--- src/rtl/uart_xcvr.sv ---
// Full-duplex UART transceiver: oversampled TX/RX sharing one sample-tick generator.
// Two-process FSMs on both paths; reset is synchronous and active-low.
module uart_xcvr #(
   parameter int unsigned DATA_BITS       = 8,
   parameter int unsigned OVERSAMPLE      = 16,
   parameter int unsigned CLKS_PER_SAMPLE = 27,
   parameter bit          PARITY_EN       = 1'b0,
   parameter bit          PARITY_ODD      = 1'b0,
   parameter int unsigned STOP_BITS       = 1
) (
   input  logic                 CLOCK_50,
   input  logic                 reset,
   input  logic                 transmit_enable,
   input  logic                 load,
   input  logic [DATA_BITS-1:0] P_data_in,
   input  logic                 S_data_in,
   output logic                 S_data_out,
   output logic                 char_sent,
   output logic                 tx_busy,
   output logic [DATA_BITS-1:0] P_data_out,
   output logic                 char_received,
   output logic                 parity_err,
   output logic                 frame_err
);

   localparam int unsigned TCW = (CLKS_PER_SAMPLE > 1) ? $clog2(CLKS_PER_SAMPLE) : 1;
   localparam int unsigned OSW = $clog2(OVERSAMPLE);
   localparam int unsigned BIW = $clog2(DATA_BITS);

   localparam logic [TCW-1:0] TICK_LAST    = TCW'(CLKS_PER_SAMPLE - 1);
   localparam logic [OSW-1:0] OS_LAST      = OSW'(OVERSAMPLE - 1);
   localparam logic [OSW-1:0] OS_HALF_LAST = OSW'(OVERSAMPLE / 2 - 1);
   localparam logic [BIW-1:0] BIT_LAST     = BIW'(DATA_BITS - 1);

   typedef enum logic [2:0] {TxIdle, TxStart, TxData, TxParity, TxStop} tx_state_e;
   typedef enum logic [2:0] {RxIdle, RxStart, RxData, RxParity, RxStop} rx_state_e;

   // ---------------------------------------------------------------- sample tick
   logic [TCW-1:0] tick_cnt_q;
   logic           tick;

   assign tick = (tick_cnt_q == TICK_LAST);

   always_ff @(posedge CLOCK_50) begin
      if (!reset || tick) tick_cnt_q <= '0;
      else                tick_cnt_q <= tick_cnt_q + 1'b1;
   end

   // ---------------------------------------------------------------- transmitter
   tx_state_e            tx_state_q, tx_state_d;
   logic [OSW-1:0]       tx_os_q, tx_os_d;
   logic [BIW-1:0]       tx_bit_q, tx_bit_d, tx_bit_nxt;
   logic                 tx_stop_q, tx_stop_d;
   logic [DATA_BITS-1:0] hold_q, hold_d;
   logic                 pending_q, pending_d;
   logic                 tx_line_q, tx_line_d;
   logic                 char_sent_q, char_sent_d;
   logic                 tx_bit_end, tx_par;

   assign tx_bit_end = tick && (tx_os_q == OS_LAST);
   assign tx_bit_nxt = tx_bit_q + 1'b1;
   assign tx_par     = (^hold_q) ^ PARITY_ODD;

   always_comb begin
      tx_state_d  = tx_state_q;
      tx_os_d     = tx_os_q;
      tx_bit_d    = tx_bit_q;
      tx_stop_d   = tx_stop_q;
      hold_d      = hold_q;
      pending_d   = pending_q;
      tx_line_d   = tx_line_q;
      char_sent_d = 1'b0;

      if (tick && tx_state_q != TxIdle) tx_os_d = tx_bit_end ? '0 : tx_os_q + 1'b1;

      unique case (tx_state_q)
         TxIdle: begin
            tx_line_d = 1'b1;
            if (tick && pending_q && transmit_enable) begin
               tx_state_d = TxStart;
               pending_d  = 1'b0;
               tx_os_d    = '0;
               tx_line_d  = 1'b0;
            end else if (load) begin
               hold_d    = P_data_in;
               pending_d = 1'b1;
            end
         end
         TxStart: begin
            if (tx_bit_end) begin
               tx_state_d = TxData;
               tx_bit_d   = '0;
               tx_line_d  = hold_q[0];
            end
         end
         TxData: begin
            if (tx_bit_end) begin
               if (tx_bit_q == BIT_LAST) begin
                  if (PARITY_EN) begin
                     tx_state_d = TxParity;
                     tx_line_d  = tx_par;
                  end else begin
                     tx_state_d = TxStop;
                     tx_stop_d  = 1'b0;
                     tx_line_d  = 1'b1;
                  end
               end else begin
                  tx_bit_d  = tx_bit_nxt;
                  tx_line_d = hold_q[tx_bit_nxt];
               end
            end
         end
         TxParity: begin
            if (tx_bit_end) begin
               tx_state_d = TxStop;
               tx_stop_d  = 1'b0;
               tx_line_d  = 1'b1;
            end
         end
         TxStop: begin
            if (tx_bit_end) begin
               if (STOP_BITS == 2 && !tx_stop_q) begin
                  tx_stop_d = 1'b1;
               end else begin
                  tx_state_d  = TxIdle;
                  char_sent_d = 1'b1;
               end
            end
         end
         default: tx_state_d = TxIdle;
      endcase
   end

   always_ff @(posedge CLOCK_50) begin
      if (!reset) begin
         tx_state_q  <= TxIdle;
         tx_os_q     <= '0;
         tx_bit_q    <= '0;
         tx_stop_q   <= 1'b0;
         hold_q      <= '0;
         pending_q   <= 1'b0;
         tx_line_q   <= 1'b1;
         char_sent_q <= 1'b0;
      end else begin
         tx_state_q  <= tx_state_d;
         tx_os_q     <= tx_os_d;
         tx_bit_q    <= tx_bit_d;
         tx_stop_q   <= tx_stop_d;
         hold_q      <= hold_d;
         pending_q   <= pending_d;
         tx_line_q   <= tx_line_d;
         char_sent_q <= char_sent_d;
      end
   end

   assign S_data_out = tx_line_q;
   assign tx_busy    = (tx_state_q != TxIdle);
   assign char_sent  = char_sent_q;

   // ---------------------------------------------------------------- receiver
   logic                 rx_meta_q, rx_sync_q;
   rx_state_e            rx_state_q, rx_state_d;
   logic [OSW-1:0]       rx_os_q, rx_os_d;
   logic [BIW-1:0]       rx_bit_q, rx_bit_d;
   logic [DATA_BITS-1:0] rx_shift_q, rx_shift_d;
   logic                 rx_par_q, rx_par_d;
   logic                 rx_stop_bad_q, rx_stop_bad_d;
   logic                 rx_done_q, rx_done_d;
   logic                 rx_mid, rx_par_bad;
   logic [DATA_BITS-1:0] data_out_q;
   logic                 par_err_q, frm_err_q, char_rcvd_q;

   assign rx_mid     = tick && (rx_os_q == OS_LAST);
   assign rx_par_bad = PARITY_EN && ((^rx_shift_q) ^ PARITY_ODD ^ rx_par_q);

   always_comb begin
      rx_state_d    = rx_state_q;
      rx_os_d       = rx_os_q;
      rx_bit_d      = rx_bit_q;
      rx_shift_d    = rx_shift_q;
      rx_par_d      = rx_par_q;
      rx_stop_bad_d = rx_stop_bad_q;
      rx_done_d     = 1'b0;

      if (tick && rx_state_q != RxIdle) rx_os_d = rx_os_q + 1'b1;

      unique case (rx_state_q)
         RxIdle: begin
            if (tick && !rx_sync_q) begin
               rx_state_d = RxStart;
               rx_os_d    = '0;
            end
         end
         RxStart: begin
            // Half-bit resample centres later samples and rejects short glitches.
            if (tick && rx_os_q == OS_HALF_LAST) begin
               rx_os_d = '0;
               if (rx_sync_q) begin
                  rx_state_d = RxIdle;
               end else begin
                  rx_state_d = RxData;
                  rx_bit_d   = '0;
               end
            end
         end
         RxData: begin
            if (rx_mid) begin
               rx_os_d    = '0;
               rx_shift_d = {rx_sync_q, rx_shift_q[DATA_BITS-1:1]};
               if (rx_bit_q == BIT_LAST) rx_state_d = PARITY_EN ? RxParity : RxStop;
               else                      rx_bit_d   = rx_bit_q + 1'b1;
            end
         end
         RxParity: begin
            if (rx_mid) begin
               rx_os_d    = '0;
               rx_par_d   = rx_sync_q;
               rx_state_d = RxStop;
            end
         end
         RxStop: begin
            if (rx_mid) begin
               rx_stop_bad_d = !rx_sync_q;
               rx_done_d     = 1'b1;
               rx_state_d    = RxIdle;
            end
         end
         default: rx_state_d = RxIdle;
      endcase
   end

   always_ff @(posedge CLOCK_50) begin
      if (!reset) begin
         rx_meta_q     <= 1'b1;
         rx_sync_q     <= 1'b1;
         rx_state_q    <= RxIdle;
         rx_os_q       <= '0;
         rx_bit_q      <= '0;
         rx_shift_q    <= '0;
         rx_par_q      <= 1'b0;
         rx_stop_bad_q <= 1'b0;
         rx_done_q     <= 1'b0;
         data_out_q    <= '0;
         par_err_q     <= 1'b0;
         frm_err_q     <= 1'b0;
         char_rcvd_q   <= 1'b0;
      end else begin
         rx_meta_q     <= S_data_in;
         rx_sync_q     <= rx_meta_q;
         rx_state_q    <= rx_state_d;
         rx_os_q       <= rx_os_d;
         rx_bit_q      <= rx_bit_d;
         rx_shift_q    <= rx_shift_d;
         rx_par_q      <= rx_par_d;
         rx_stop_bad_q <= rx_stop_bad_d;
         rx_done_q     <= rx_done_d;
         char_rcvd_q   <= rx_done_q;
         if (rx_done_q) begin
            data_out_q <= rx_shift_q;
            par_err_q  <= rx_par_bad;
            frm_err_q  <= rx_stop_bad_q;
         end
      end
   end

   assign P_data_out    = data_out_q;
   assign char_received = char_rcvd_q;
   assign parity_err    = par_err_q;
   assign frame_err     = frm_err_q;

endmodule
--- config.mk ---
export PLATFORM = sky130hd
export DESIGN_NAME = uart_xcvr
export DESIGN_NICKNAME = d
export VERILOG_FILES = /design/src/rtl/uart_xcvr.sv
export SDC_FILE = /design/constraint.sdc
export NUM_CORES = 1
export LEC_CHECK = 0
export BUFFER_PORTS_ARGS = -buffer_cell sky130_fd_sc_hd__buf_2
export CAP_MARGIN = 10
export CORE_MARGIN = 4
export CORE_UTILIZATION = 52
export DETAILED_ROUTE_END_ITERATION = 12
export PLACE_DENSITY = 0.85
export SYNTH_ARGS = -nofsm -noshare
export SYNTH_HDL_FRONTEND = slang
export SYNTH_SLANG_ARGS = --single-unit
export TNS_END_PERCENT = 30
--- constraint.sdc ---
create_clock -name CLOCK_50 -period 2.1 [get_ports CLOCK_50]
set_clock_uncertainty 0.05 [all_clocks]
set_input_delay 0 -clock CLOCK_50 [delete_from_list [all_inputs] [get_ports CLOCK_50]]
set_output_delay 0 -clock CLOCK_50 [all_outputs]
set_load 0.02 [all_outputs]
Word level (Yosys, flattened, before mapping)
Index checks and enable logic that the tools add are counted.
- bits in registers: 58
- latch bits: 0
- memory bits (writable): 0
- memory bits (read-only): 0
- bits of input ports: 13
- output and inout port bits: 14
- logic and storage cells: 130
- memories: 0
- $add $sub $neg: 5
- multiply operators: 0
- divide/modulo/power cells: 0
- order comparisons: 1
- eq/ne operators: 29
- shift-type cells: 0
- multiplexer cells: 44
- bitwise operators: 1
- reduce and logical (&&, ||, !) cells: 31
- operators with widths (cell ; count):
    3-bit 2-to-1 mux ; 18
    4-bit 2-to-1 mux ; 8
    2-bit inequality test (second input constant) ; 15
    3-bit one-hot mux with 5 select lines ; 2
    3-bit by 2-bit equality test with 1-bit output (second input constant) ; 4
    3-bit equality test (second input constant) ; 4
    3-bit one-hot mux with 2 select lines ; 2
    4-bit one-hot mux with 3 select lines ; 1
    6-bit AND reduction ; 2
    1-bit 2-to-1 mux ; 10
    2-bit AND reduction ; 5
    4-bit by 1-bit adder with 4-bit output (second input constant) ; 2
    4-bit equality test (second input constant) ; 2
    1-bit logical AND ; 8
    4-bit AND reduction ; 2
    3-bit by 1-bit adder with 3-bit output (second input constant) ; 2
    3-bit by 1-bit equality test with 1-bit output (second input constant) ; 2
    3-bit logical NOT ; 2
    2-bit nonzero test ; 3
    3-bit nonzero test ; 2
    5-bit by 1-bit adder with 5-bit output (second input constant) ; 1
    5-bit equality test (second input constant) ; 1
    5-bit AND reduction ; 1
    4-bit by 3-bit equality test with 1-bit output (second input constant) ; 1
    other kinds (10) ; 11

Depth between registers and ports, before layout
- depth after elaboration: 6
- mapped depth: 8
- mapped depth without buffers: 6

Least setup slack after synthesis
No wires, ideal clock.
- path type: reg-to-reg
- start point: reg tx_bit_q[0]
- end point: reg tx_bit_q[0]
- setup time: 0.128 ns
- data arrival time: 1.789 ns
- required time: 1.922 ns
- setup slack: 0.133 ns
- stages on the path, launching flop included: 7
- path buffers: 0
- period minus slack after synthesis: 1.967 ns
- cell sequence: dfxtp_1 ha_1 ha_1 or3b_1 a2111oi_4 mux2i_1 nor2_1
- longest elaborated chain between the ends: 4
- elaborated cells between the ends (all ways): 7
- those cells by class: add/sub (1); eq/ne (2); mux (3); reduce/logical (1)
- RTL lines (what ; line ; source):
    from (decl) ; 52 ; logic [BIW-1:0] tx_bit_q, tx_bit_d, tx_bit_nxt;
    from (signal assigned) ; 147 ; tx_bit_q <= tx_bit_d;
    3-bit by 1-bit adder with 3-bit output ; 61 ; assign tx_bit_nxt = tx_bit_q + 1'b1;
    3-bit 2-to-1 mux ; 98 ; if (tx_bit_q == BIT_LAST) begin
    3-bit 2-to-1 mux ; 97 ; if (tx_bit_end) begin
    3-bit one-hot mux with 2 select lines ; 76 ; unique case (tx_state_q)
Several ways; a longest one is shown, not always the timed one. The select of a mux whose other input is x is not followed.
A chain may end at the register's enable or synchronous reset.

Worst setup path in the final report
Ends and elaborated chain as after synthesis.

==> results by stage <==
Worst setup path:
- Among all stages on the critical path, the largest delay is contributed by sky130_fd_sc_hd__a2111oi_4.
- The largest stage delay on the critical path is 430 ps.
- The reg2reg setup slack is 110 ps.
- The critical path contains buffers and inverters numbering 0 combined.
- The category of the critical setup timing path is reg -> reg.
- The number of logic stages on the critical path including buffering is 6.
- Traced cell by cell, the critical path runs through ha_2 -> ha_2 -> or3b_4 -> a2111oi_4 -> mux2i_1 -> nor2_1.
- The arrival time reported for the critical path endpoint is 2170 ps.
- The reg-to-reg critical path startpoint is tx_bit_q[0].
- The gate family responsible for the most delay along the worst path is simple AND/OR/NAND/NOR gates.
- The worst register-to-register path has a depth of 6.
- The cell seen most often among critical-path stages is sky130_fd_sc_hd__ha_2.
- In this run the critical register-to-register path is captured at tx_bit_q[0].
- At the worst endpoint, the required time is 2280 ps.
- STA classifies the critical path startpoint as a flop.
- The nature of the critical path endpoint is a flop.
- The highest net fanout along the worst path is 5.

Clock network:
- The clock reaches the later pin of the worst-skew pair after 340 ps.
- The total CTS buffers is 9.
- The clock tree root buffer cell is sky130_fd_sc_hd__clkbuf_8.
- The register clock-pin slew on the reported worst setup and hold paths is 60 ps.
- For this design, the sink count on the clock tree is 58.
- Once the clock tree was built, the setup fixing pass inserted 0 buffers.
- In this run the number of H-tree levels came out at 3.
- The buffer levels on the longest clock path is 2.
- The clock tree from TritonCTS is built.

Die:
- The core region is 4820 sq um.
- The die covers 6250 sq um.
- The initial utilization of the core area, before any placement, comes to 0.545.
- The number of rows in the core area is 25.
- The die is 79.1 microns tall.
- In this run the count of I/O pins placed on the die edge is 27.
- The floorplan die width is 79.1 microns.

Power:
- Of the total power, the share spent switching nets is 0.197.
- The static leakage power is 1.30 nW.
- Total power for the finished layout comes to 0.00252 W.
- For this design the ratio of total power to cell area is 775 nW/um^2.
- The share of total power dissipated in sequential elements is 0.450.
- The net load switching power is 0.000495 W.
- The proportion of power drawn by the clock network is 0.510.
- Cell internal power was estimated by the tool at 0.00202 W.
- The maximum vdd ir drop is 719 uV.
- The part of the total power dissipated in combinational logic is 0.040.

GRT:
- The initial antenna violation count was 0.
- The remaining global-route overflow is 0.
- The number of global-route vias before repair was 2144.
- The first-pass GRT wire length is 9650 microns.
- The total global routing track utilization is 0.200.
- The pin count of the biggest net entering global routing is 23.

Routing:
- The total via count after detailed routing is 2118.
- The first routing iteration left 83 violations.
- After detailed routing, the number of vias per cell comes to 5.47.
- The first TritonRoute pass finished after 4 iterations.
- After detailed routing, the average wire length per cell comes to 14.5 microns.
- The remaining routing DRC violations is 0.
- The residual antenna-violating net count after detailed routing is 0.
- The routed wire length is 5620 microns.

Synthesis:
- The number of warnings reported in the yosys synthesis log is 0.
- The number of flops mapped to enable cells by yosys is 0.
- The most frequently used flop master after synthesis is sky130_fd_sc_hd__dfxtp_1.
- The synthesized area per cell is 9.72 sq um.
- The share of the Yosys chip area taken by registers is 0.442.
- Synthesis produced 270 cells.
- In this run, distinct cell masters in the synthesized netlist total 53.
- After synthesis the netlist holds a flip-flop and latch count of 58.
- The post-synth design cell area is 2630 sq um.
- The share of synthesized registers carrying an async set or reset is 0.
- The post-synth net total is 291.

STA:
- The total count of hold-check failures in the final report is 0.
- The count of final setup violators is 0.
- The summed negative setup slack over all endpoints is 0 ps.
- Derived from the worst setup path, the maximum achievable clock frequency is 502 MHz.
- The max-slew violation total from the final report was 0.
- The worst-case headroom to the max-slew limit is 0.619.
- The pin slew with the least headroom to its limit is 571 ps.
- Setup repair after global routing left no endpoint under its margin.
- The worst slack on hold paths is 376 ps.
- The worst path needs 1990 ps of the cycle, external delays included.
- Dividing the final minimum period by the clock period gives 0.949.

Placement:
- Counting tap cells, the placed design contains a total of 358 instances.
- Summed over all nets, the half-perimeter wirelength after detailed placement is 3560 microns.
- At the end of routability-driven placement, the weighted congestion stood at 0.857.
- The count of buffers added on input and output ports is 25.

Run status:
- The run finished with clean final reports.

Hold path:
- The hold path startpoint is rx_meta_q.
- The endpoint with the worst hold slack is rx_sync_q.
- The tightest min-delay check is of the reg -> reg type.
- The instance count along the most critical hold path is 1.

Finish:
- The fraction of final layout cells with drive strength greater than 1 is 0.200.
- The final net count is 336.
- The signed area change from the synthesized netlist to the final layout is 23.6%.
- The filler-free cell count of the finished design is 387.
- The repair_antennas step left the layout with diodes totalling 0.

Flow run:
- The tool flagged a number of max-cap violations equal to 0.
==> cells in the mapped netlist (all sizes together) (4+ instances only) <==
| master | count | share of area |
|---|---|---|
| o21ai | 4 | 0.0076 |
| ha | 8 | 0.038 |
| nand3 | 8 | 0.015 |
| xnor2 | 5 | 0.017 |
| nor2 | 47 | 0.067 |
| dfxtp | 58 | 0.44 |
| a22oi | 4 | 0.011 |
| nor3 | 8 | 0.021 |
| inv | 4 | 0.0057 |
| mux2i | 30 | 0.11 |
| buf | 4 | 0.0086 |
| clkbuf | 10 | 0.014 |
| o211ai | 5 | 0.020 |
| nand2 | 10 | 0.014 |
| nand3b | 4 | 0.011 |
| or3b | 4 | 0.013 |
| nand2b | 6 | 0.014 |
| a21oi | 12 | 0.023 |
==> sequential cells by signal, summed over array words and instances (netlist names), 3 cells and up <==
register,cells
hold_q,8
rx_state_q,3
rx_bit_q,3
P_data_out,8
rx_os_q,4
tick_cnt_q,5
rx_shift_q,8
tx_os_q,4
tx_state_q,3
tx_bit_q,3
==> stage by stage <==
stage	instance area, sq um	utilization	worst slack (ps)
2_1_floorplan	2630	-	133
3_3_place_gp	2850	0.591	136
3_5_place_dp	2850	0.591	51.0
4_1_cts	3230	0.671	28.9
5_1_grt	3250	0.674	20.1
6_report	3250	0.674	106
==> kinds of logic after synthesis <==
group,synth area share
simple gates,0.215
other cells,0.00143
flops,0.442
fa+ha+maj,0.0381
compound gates,0.116
mux,0.132
xor+xnor,0.0267
buf+inv,0.0286
==> final cells by class <==
type                            count  area, sq um
Clock inverter                      4         97.6
Clock buffer                       12          155
Multi-Input combinational cell    194         1400
Inverter                            4         15.0
Tap cell                           67         83.8
Fill cell                         371         1570
Timing Repair Buffer               48          330
Sequential cell                    58         1160
==> cells in the final DEF, fill, tap and decap left out, drive strengths merged, types with 5 or more instances in the layout <==
master        n
xnor2         5
dlygate4sd3  13
o211ai        5
a21oi        12
nand2b        6
buf          35
ha            8
dfxtp        58
clkbuf       12
nand3         8
nand2        10
nor3          8
mux2i        30
nor2         47
==> power by group through the flow <==
| stage | combinational [W] | clock, W | sequential [W] |
|---|---|---|---|
| 2_1_floorplan | 0.0000545 | 0 | 0.00115 |
| 3_3_place_gp | 0.0000747 | 0 | 0.00116 |
| 3_5_place_dp | 0.0000787 | 0 | 0.00116 |
| 4_1_cts | 0.0000987 | 0.00131 | 0.00113 |
| 5_1_grt | 0.000110 | 0.00137 | 0.00113 |
| 6_report | 0.000101 | 0.00128 | 0.00113 |
==> repair_timing <==
| item | CTS | global route |
|---|---|---|
| endpoints found under the setup margin | 1 | 4 |
| pin swaps | 0 | 2 |
| hold buffers | 13 | 0 |
| gates resized for setup | 1 | 4 |
| endpoints found under the hold margin | 16 | 0 |
==> layer usage <==
| metal | wire length (microns) | global-route usage | vias up |
|---|---|---|---|
| li1 | - | - | 1048 |
| met1 | 2310 | 0.217 | 994 |
| met2 | 2880 | 0.343 | 65 |
| met3 | 306 | 0.0760 | 11 |
| met4 | 124 | 0.0928 | 0 |
| met5 | 0 | 0 | - |
==> worst max-delay path by stage <==
stage                     start          end
detailed placement  tx_bit_q[0]  tx_bit_q[0]
global placement    tx_bit_q[0]  tx_bit_q[0]
finish              tx_bit_q[0]  tx_bit_q[0]
CTS                 tx_bit_q[0]  tx_bit_q[0]
global route        tx_bit_q[0]  tx_bit_q[0]
floorplan           tx_bit_q[0]  tx_bit_q[0]
(Power assumes the default switching activity.)
